**src/rtl/array2d_fill_lanes.sv**
```systemverilog
// -----------------------------------------------------------------------------
// array2d_fill_lanes
//   Loads a frame from a 32-bit word stream into a 2D buffer. The first two
//   accepted words carry width and height. Both are checked against MAX_W and
//   MAX_H. Every word after that carries LANES packed pixels. Each pixel word
//   is written in the same cycle it is transferred. The per-lane mask blanks
//   the lanes that lie past the right edge of the frame. The block either waits
//   for start after each frame or, when AUTO_REARM is set, goes straight back
//   to reading a new header.
//
// Ports
//   clk          clock, all state on rising edge
//   reset        asynchronous, active-high reset
//   start        one-cycle pulse, rearms from S_Done / S_Error
//   data_wanted  block can accept a word this cycle
//   data_ready   word present on data (transfer = data_wanted && data_ready)
//   data         header word or packed pixels, lane i = data[i*WORD_SIZE +: WORD_SIZE]
//   we           write strobe (combinational, transfer cycle)
//   q            write data = data[LANES*WORD_SIZE-1:0]
//   wmask        per-lane write enable
//   waddrX       column of lane 0
//   waddrY       row
//   loaded       frame complete (level)
//   error        header rejected (level)
//   frame_cnt    completed frames, wraps at 2^16
// -----------------------------------------------------------------------------
module array2d_fill_lanes #(
    parameter int ROW_WIDTH  = 10,
    parameter int COL_WIDTH  = 10,
    parameter int WORD_SIZE  = 8,
    parameter int LANES      = 1,
    parameter int MAX_W      = 640,
    parameter int MAX_H      = 480,
    parameter int AUTO_REARM = 0
) (
    input  logic                         clk,
    input  logic                         reset,
    input  logic                         start,
    output logic                         data_wanted,
    input  logic                         data_ready,
    input  logic [31:0]                  data,
    output logic                         we,
    output logic [LANES*WORD_SIZE-1:0]   q,
    output logic [LANES-1:0]             wmask,
    output logic [ROW_WIDTH-1:0]         waddrX,
    output logic [COL_WIDTH-1:0]         waddrY,
    output logic                         loaded,
    output logic                         error,
    output logic [15:0]                  frame_cnt
);

    localparam int DW = LANES * WORD_SIZE;
    localparam int XW = ROW_WIDTH + 1;
    localparam int YW = COL_WIDTH + 1;

    typedef enum logic [2:0] {
        S_ReadWidth,
        S_ReadHeight,
        S_ReadData,
        S_Done,
        S_Error
    } state_t;

    state_t state, state_next;

    logic [ROW_WIDTH-1:0] size_width;
    logic [COL_WIDTH-1:0] size_height;

    logic          hdr_bad_w;
    logic          hdr_bad_h;
    logic [XW-1:0] x_next;
    logic [YW-1:0] y_next;
    logic          row_end;
    logic          frame_end;

    // The header is judged on the whole 32-bit word. A value above the limit
    // must not slip through just because its low bits would look legal.
    assign hdr_bad_w = (data == 32'd0) || (data > 32'(MAX_W));
    assign hdr_bad_h = (data == 32'd0) || (data > 32'(MAX_H));

    // One extra bit so the step past the right and bottom edges never wraps.
    assign x_next    = {1'b0, waddrX} + XW'(LANES);
    assign y_next    = {1'b0, waddrY} + YW'(1);
    assign row_end   = !(x_next < {1'b0, size_width});
    assign frame_end = row_end && (y_next == {1'b0, size_height});

    assign q = data[DW-1:0];

    always_comb begin
        wmask = '0;
        for (int i = 0; i < LANES; i++) begin
            wmask[i] = ({1'b0, waddrX} + XW'(i)) < {1'b0, size_width};
        end
    end

    always_comb begin
        // NOTE: every output of a combinational block gets a default first, so no path leaves it unassigned (no latch).
        state_next  = state;
        data_wanted = 1'b0;
        we          = 1'b0;
        unique case (state)
            S_ReadWidth: begin
                data_wanted = 1'b1;
                if (data_ready) state_next = hdr_bad_w ? S_Error : S_ReadHeight;
            end
            S_ReadHeight: begin
                data_wanted = 1'b1;
                if (data_ready) state_next = hdr_bad_h ? S_Error : S_ReadData;
            end
            S_ReadData: begin
                data_wanted = 1'b1;
                we          = data_ready;
                if (data_ready && frame_end) state_next = S_Done;
            end
            S_Done: begin
                if ((AUTO_REARM != 0) || start) state_next = S_ReadWidth;
            end
            S_Error: begin
                // Only an explicit start leaves a rejected header.
                if (start) state_next = S_ReadWidth;
            end
            default: state_next = S_ReadWidth;
        endcase
    end

    // NOTE: state registers use non-blocking assignments so every register samples pre-edge values.
    always_ff @(posedge clk or posedge reset) begin
        if (reset) begin
            state       <= S_ReadWidth;
            waddrX      <= '0;
            waddrY      <= '0;
            size_width  <= '0;
            size_height <= '0;
            loaded      <= 1'b0;
            error       <= 1'b0;
            frame_cnt   <= '0;
        end else begin
            state <= state_next;
            unique case (state)
                S_ReadWidth: begin
                    if (data_ready) begin
                        if (hdr_bad_w) error      <= 1'b1;
                        else           size_width <= data[ROW_WIDTH-1:0];
                    end
                end
                S_ReadHeight: begin
                    if (data_ready) begin
                        if (hdr_bad_h) begin
                            error <= 1'b1;
                        end else begin
                            size_height <= data[COL_WIDTH-1:0];
                            waddrX      <= '0;
                            waddrY      <= '0;
                        end
                    end
                end
                S_ReadData: begin
                    if (data_ready) begin
                        if (!row_end) begin
                            waddrX <= x_next[ROW_WIDTH-1:0];
                        end else begin
                            waddrX <= '0;
                            waddrY <= y_next[COL_WIDTH-1:0];
                            if (frame_end) begin
                                loaded    <= 1'b1;
                                frame_cnt <= frame_cnt + 16'd1;
                            end
                        end
                    end
                end
                S_Done: begin
                    if (state_next == S_ReadWidth) begin
                        loaded <= 1'b0;
                        waddrX <= '0;
                        waddrY <= '0;
                    end
                end
                S_Error: begin
                    if (start) error <= 1'b0;
                end
                default: ;
            endcase
        end
    end

endmodule

```
**config.mk**
```make
export PLATFORM = sky130hd
export DESIGN_NAME = array2d_fill_lanes
export DESIGN_NICKNAME = d
export VERILOG_FILES = /design/src/rtl/array2d_fill_lanes.sv
export SDC_FILE = /design/constraint.sdc
export NUM_CORES = 1
export LEC_CHECK = 0
export BUFFER_PORTS_ARGS = -buffer_cell sky130_fd_sc_hd__buf_4
export CAP_MARGIN = 20
export CORE_AREA = 2 2 105 133
export DETAILED_ROUTE_END_ITERATION = 10
export DIE_AREA = 0 0 107 135
export GPL_TIMING_DRIVEN = 0
export PLACE_DENSITY = 0.59
export SLEW_MARGIN = 10
export SYNTH_ARGS = -nofsm -noshare
export SYNTH_HDL_FRONTEND = slang
export SYNTH_SLANG_ARGS = --single-unit
```
**constraint.sdc**
```tcl
create_clock -name clk -period 3 [get_ports clk]
set_input_delay 0.3 -clock clk [delete_from_list [all_inputs] [get_ports clk]]
set_output_delay 0.3 -clock clk [all_outputs]
set_load 0.01 [all_outputs]
```
==> run summary <==
H-tree Lvls - 3
synth unique cells - 65
Fillers - 1254
Worst path top cell family by delay - simple AND/OR/NAND/NOR gates
fin area - 5500 sq um
nets - 578
met1 usage - 17.6%
Mapped Cells - 404
CTS root buffer - clkbuf_16
Routed wire per std cell - 15.7 microns
most frequent cell after synthesis - dfrtp_1
final number of hold-violating endpoints - 0
Syn Nets - 461
die width - 107 microns
vias in the first global route - 3571
worst path required time - 3220 ps
Yosys warning total - 0
CP startpoint kind - flip-flop
clock latency on the worst-skew pair - 340 ps
sequential share of the synthesized area - 39.2%
largest stage delay on the critical path - 600 ps
Pre-antenna DRT Iters - 5
fmax - 333 MHz
DP HPWL - 7.77 mm
critical path endpoint category - flip-flop
Final min period - 3000 ps
hold crit path type - input pin to async pin
Ant. Diodes - 0
final core utilization - 41.9%
Worst slew margin - 48.4%
maximum capacitance violations - 0
CP max stage cell - or4_4
Post-synth top cells - dfrtp_1 (61), nand2_1 (38), o21ai_0 (37)
routability cong. - 0.814
initial antenna violation count - 0
P per Cell Area - 381 nW/um^2
largest net degree at the start of global routing - 62
kind of critical path - flip-flop to flip-flop
dpl cell area - 4790 sq um
WL final - 11.0 mm
Storage cell area - 1540 sq um
fin. max-slew vios - 0
clk slew on worst S/H paths - 60 ps
status - finished with violations
Post-Syn Area - 3890 sq um
first-pass GRT wire length - 17.4 mm
CTS tree - done
cts bufs inserted - 9
CTS Buffer Depth - 2
CP Max Fanout - 6
cell count along the critical path - 12
top-area cell type share of the netlist area - 39.2%
Hold Buf Count CTS - 0
met2 Usage GRT - 27.3%
hold_ws - 109 ps
Clock Sinks - 61
Residual DRC - 0
iteration-0 DRC count of the detailed router - 134
DR vias - 3489
Final ANT Viol Nets - 0
Synth Register Bits - 61
Worst R2R Path Depth - 12
ys flop type - dfrtp_1
row count - 47
IO Count - 85
Initial Util - 29.7%
via/cell ratio - 5.01
die area - 14400 sq um
dpl ws - -442 ps
setup ws final - -2.88 ps
I/O Buffers - 84
grt ovf - 0
# setup viols final - 1
Post-synth EDFFs - 0
ranking of synthesized cells by area - dfrtp_1 (39%), ha_1 (6.7%), o21ai_0 (4.8%)
Yosys top cell by area - dfrtp_1
worst-case clock skew - 10.6 ps
ys async rst share - 100%
WP data arrival - 3230 ps
crit-path cells - ha_4, and4_4, nand4_1, xnor2_1, ha_1, a21o_1, a21oi_2, a21boi_2, a31oi_4, or4_4, buf_12, mux2_4
Worst-Margin Slew - 774 ps
Syn Area/Cell - 9.64 sq um
share of cells above drive strength 1 - 39.5%
Area Growth Syn to Fin - 41.3%
Final Cycle Share - 100%
busiest grt layer - met2
core box area - 13100 sq um
Total Routing Usage GR - 15.3%
Buf+Inv Stages, Crit Path - 1
die height - 135 microns
setup repair after global routing missed its margin - true
GRT met3 Usage - 3.38%
VDD IR max - 0.242 mV
Multi-input gate area - 2360 sq um
failing checks - negative setup slack
Leak - 2.58 nW
==> path summary, 6_finish.rpt <==
kind	slack (ps)	end	from
max	-3	frame_cnt[1]$_DFFE_PP0P_	waddrX[1]$_DFFE_PP0P_
min	110	loaded$_DFFE_PP0P_	reset
max reg2reg	-3	frame_cnt[1]$_DFFE_PP0P_	waddrX[1]$_DFFE_PP0P_
min reg2reg	480	frame_cnt[15]$_DFFE_PP0P_	frame_cnt[15]$_DFFE_PP0P_
max in group asynchronous	2330	waddrX[4]$_DFFE_PP0P_	reset
min in group clk	190	state[2]$_DFF_PP0_	start
==> logic make-up (layout without fill, tap and decap cells) <==
logic type               after synthesis  after routing  share of synthesized area, %
adder cells (fa/ha/maj)               21             21                          6.75
AND/OR/NAND/NOR                      142            143                          19.9
XOR/XNOR                              30             30                          6.75
AO/OA/AOI/OAI                         86             86                          14.5
buffers and inverters                 43            164                          6.04
flip-flops                            61             61                          39.2
multiplexers                          21             21                          6.88
==> placed cells by master, fill, tap and decap left out, types with 3 or more instances in the layout <==
| cell type | Yosys | layout |
|---|---|---|
| inv_1 | 20 | 19 |
| and3_1 | 7 | 6 |
| nor2b_1 | 4 | 4 |
| nand2_1 | 38 | 38 |
| dfrtp_2 | 0 | 7 |
| o31ai_1 | 7 | 7 |
| mux2_4 | 9 | 10 |
| nor3b_2 | 1 | 3 |
| xor2_1 | 15 | 15 |
| a21oi_1 | 7 | 6 |
| nor4_1 | 8 | 6 |
| o21ai_0 | 37 | 34 |
| nor2_4 | 0 | 3 |
| mux2_2 | 10 | 9 |
| nand2b_1 | 7 | 7 |
| and2_1 | 3 | 3 |
| or4_4 | 3 | 4 |
| dfrtp_1 | 61 | 54 |
| clkbuf_1 | 4 | 4 |
| nand3_1 | 17 | 16 |
| nand4_1 | 7 | 7 |
| ha_1 | 21 | 19 |
| xnor2_1 | 15 | 14 |
| nor3_4 | 0 | 4 |
| clkbuf_16 | 0 | 10 |
| a21o_1 | 7 | 7 |
| buf_4 | 13 | 119 |
| nor2_1 | 19 | 15 |
| nor3_1 | 9 | 4 |
==> timing repair <==
action / 4_1_cts / 5_1_grt
buffers inserted: 13 / 8
setup endpoints to repair: 33 / 30
cloned: 0 / 3
gates resized for setup: 13 / 35
pin swaps: 10 / 28
==> per-layer routing <==
layer / vias to the layer above / share of wire [%]
met5: - / 0
met4: 0 / 1.8
met3: 16 / 4.2
met2: 89 / 52
met1: 1697 / 42
li1: 1687 / -
==> per-stage QoR <==
step                cells  power [mW]  TNS (ps)
floorplan             404       0.888    -0.144
global placement      659       0.958     -5930
detailed placement    659       0.961     -7850
CTS                   687        2.12         0
global route          697        2.16     -1080
finish                697        2.10     -2.88
==> report_power, final <==
part | switching [mW] | total, mW | internal, mW
Combinational | 0.0553 | 0.111 | 0.0558
Sequential | 0.00509 | 0.833 | 0.828
Clock | 0.378 | 1.15 | 0.773
Total | 0.439 | 2.10 | 1.66
==> flip-flops by register name (all words and copies together), names as in the netlist <==
signal,cells
frame_cnt,16
size_height,10
size_width,10
waddrX,10
waddrY,10
state,3
error,1
loaded,1
==> area by class of cell <==
cell class                 count  share of cell area (%)
inverter                      20                    1.41
tap                          171                    3.89
clock buffer                  13                    4.73
clock inverter                 3                    1.23
buffer                        21                    2.93
multi-input combinational    301                    43.0
sequential                    61                    27.9
timing repair buffer         107                    14.9
Power figures use the tool's default switching activity.
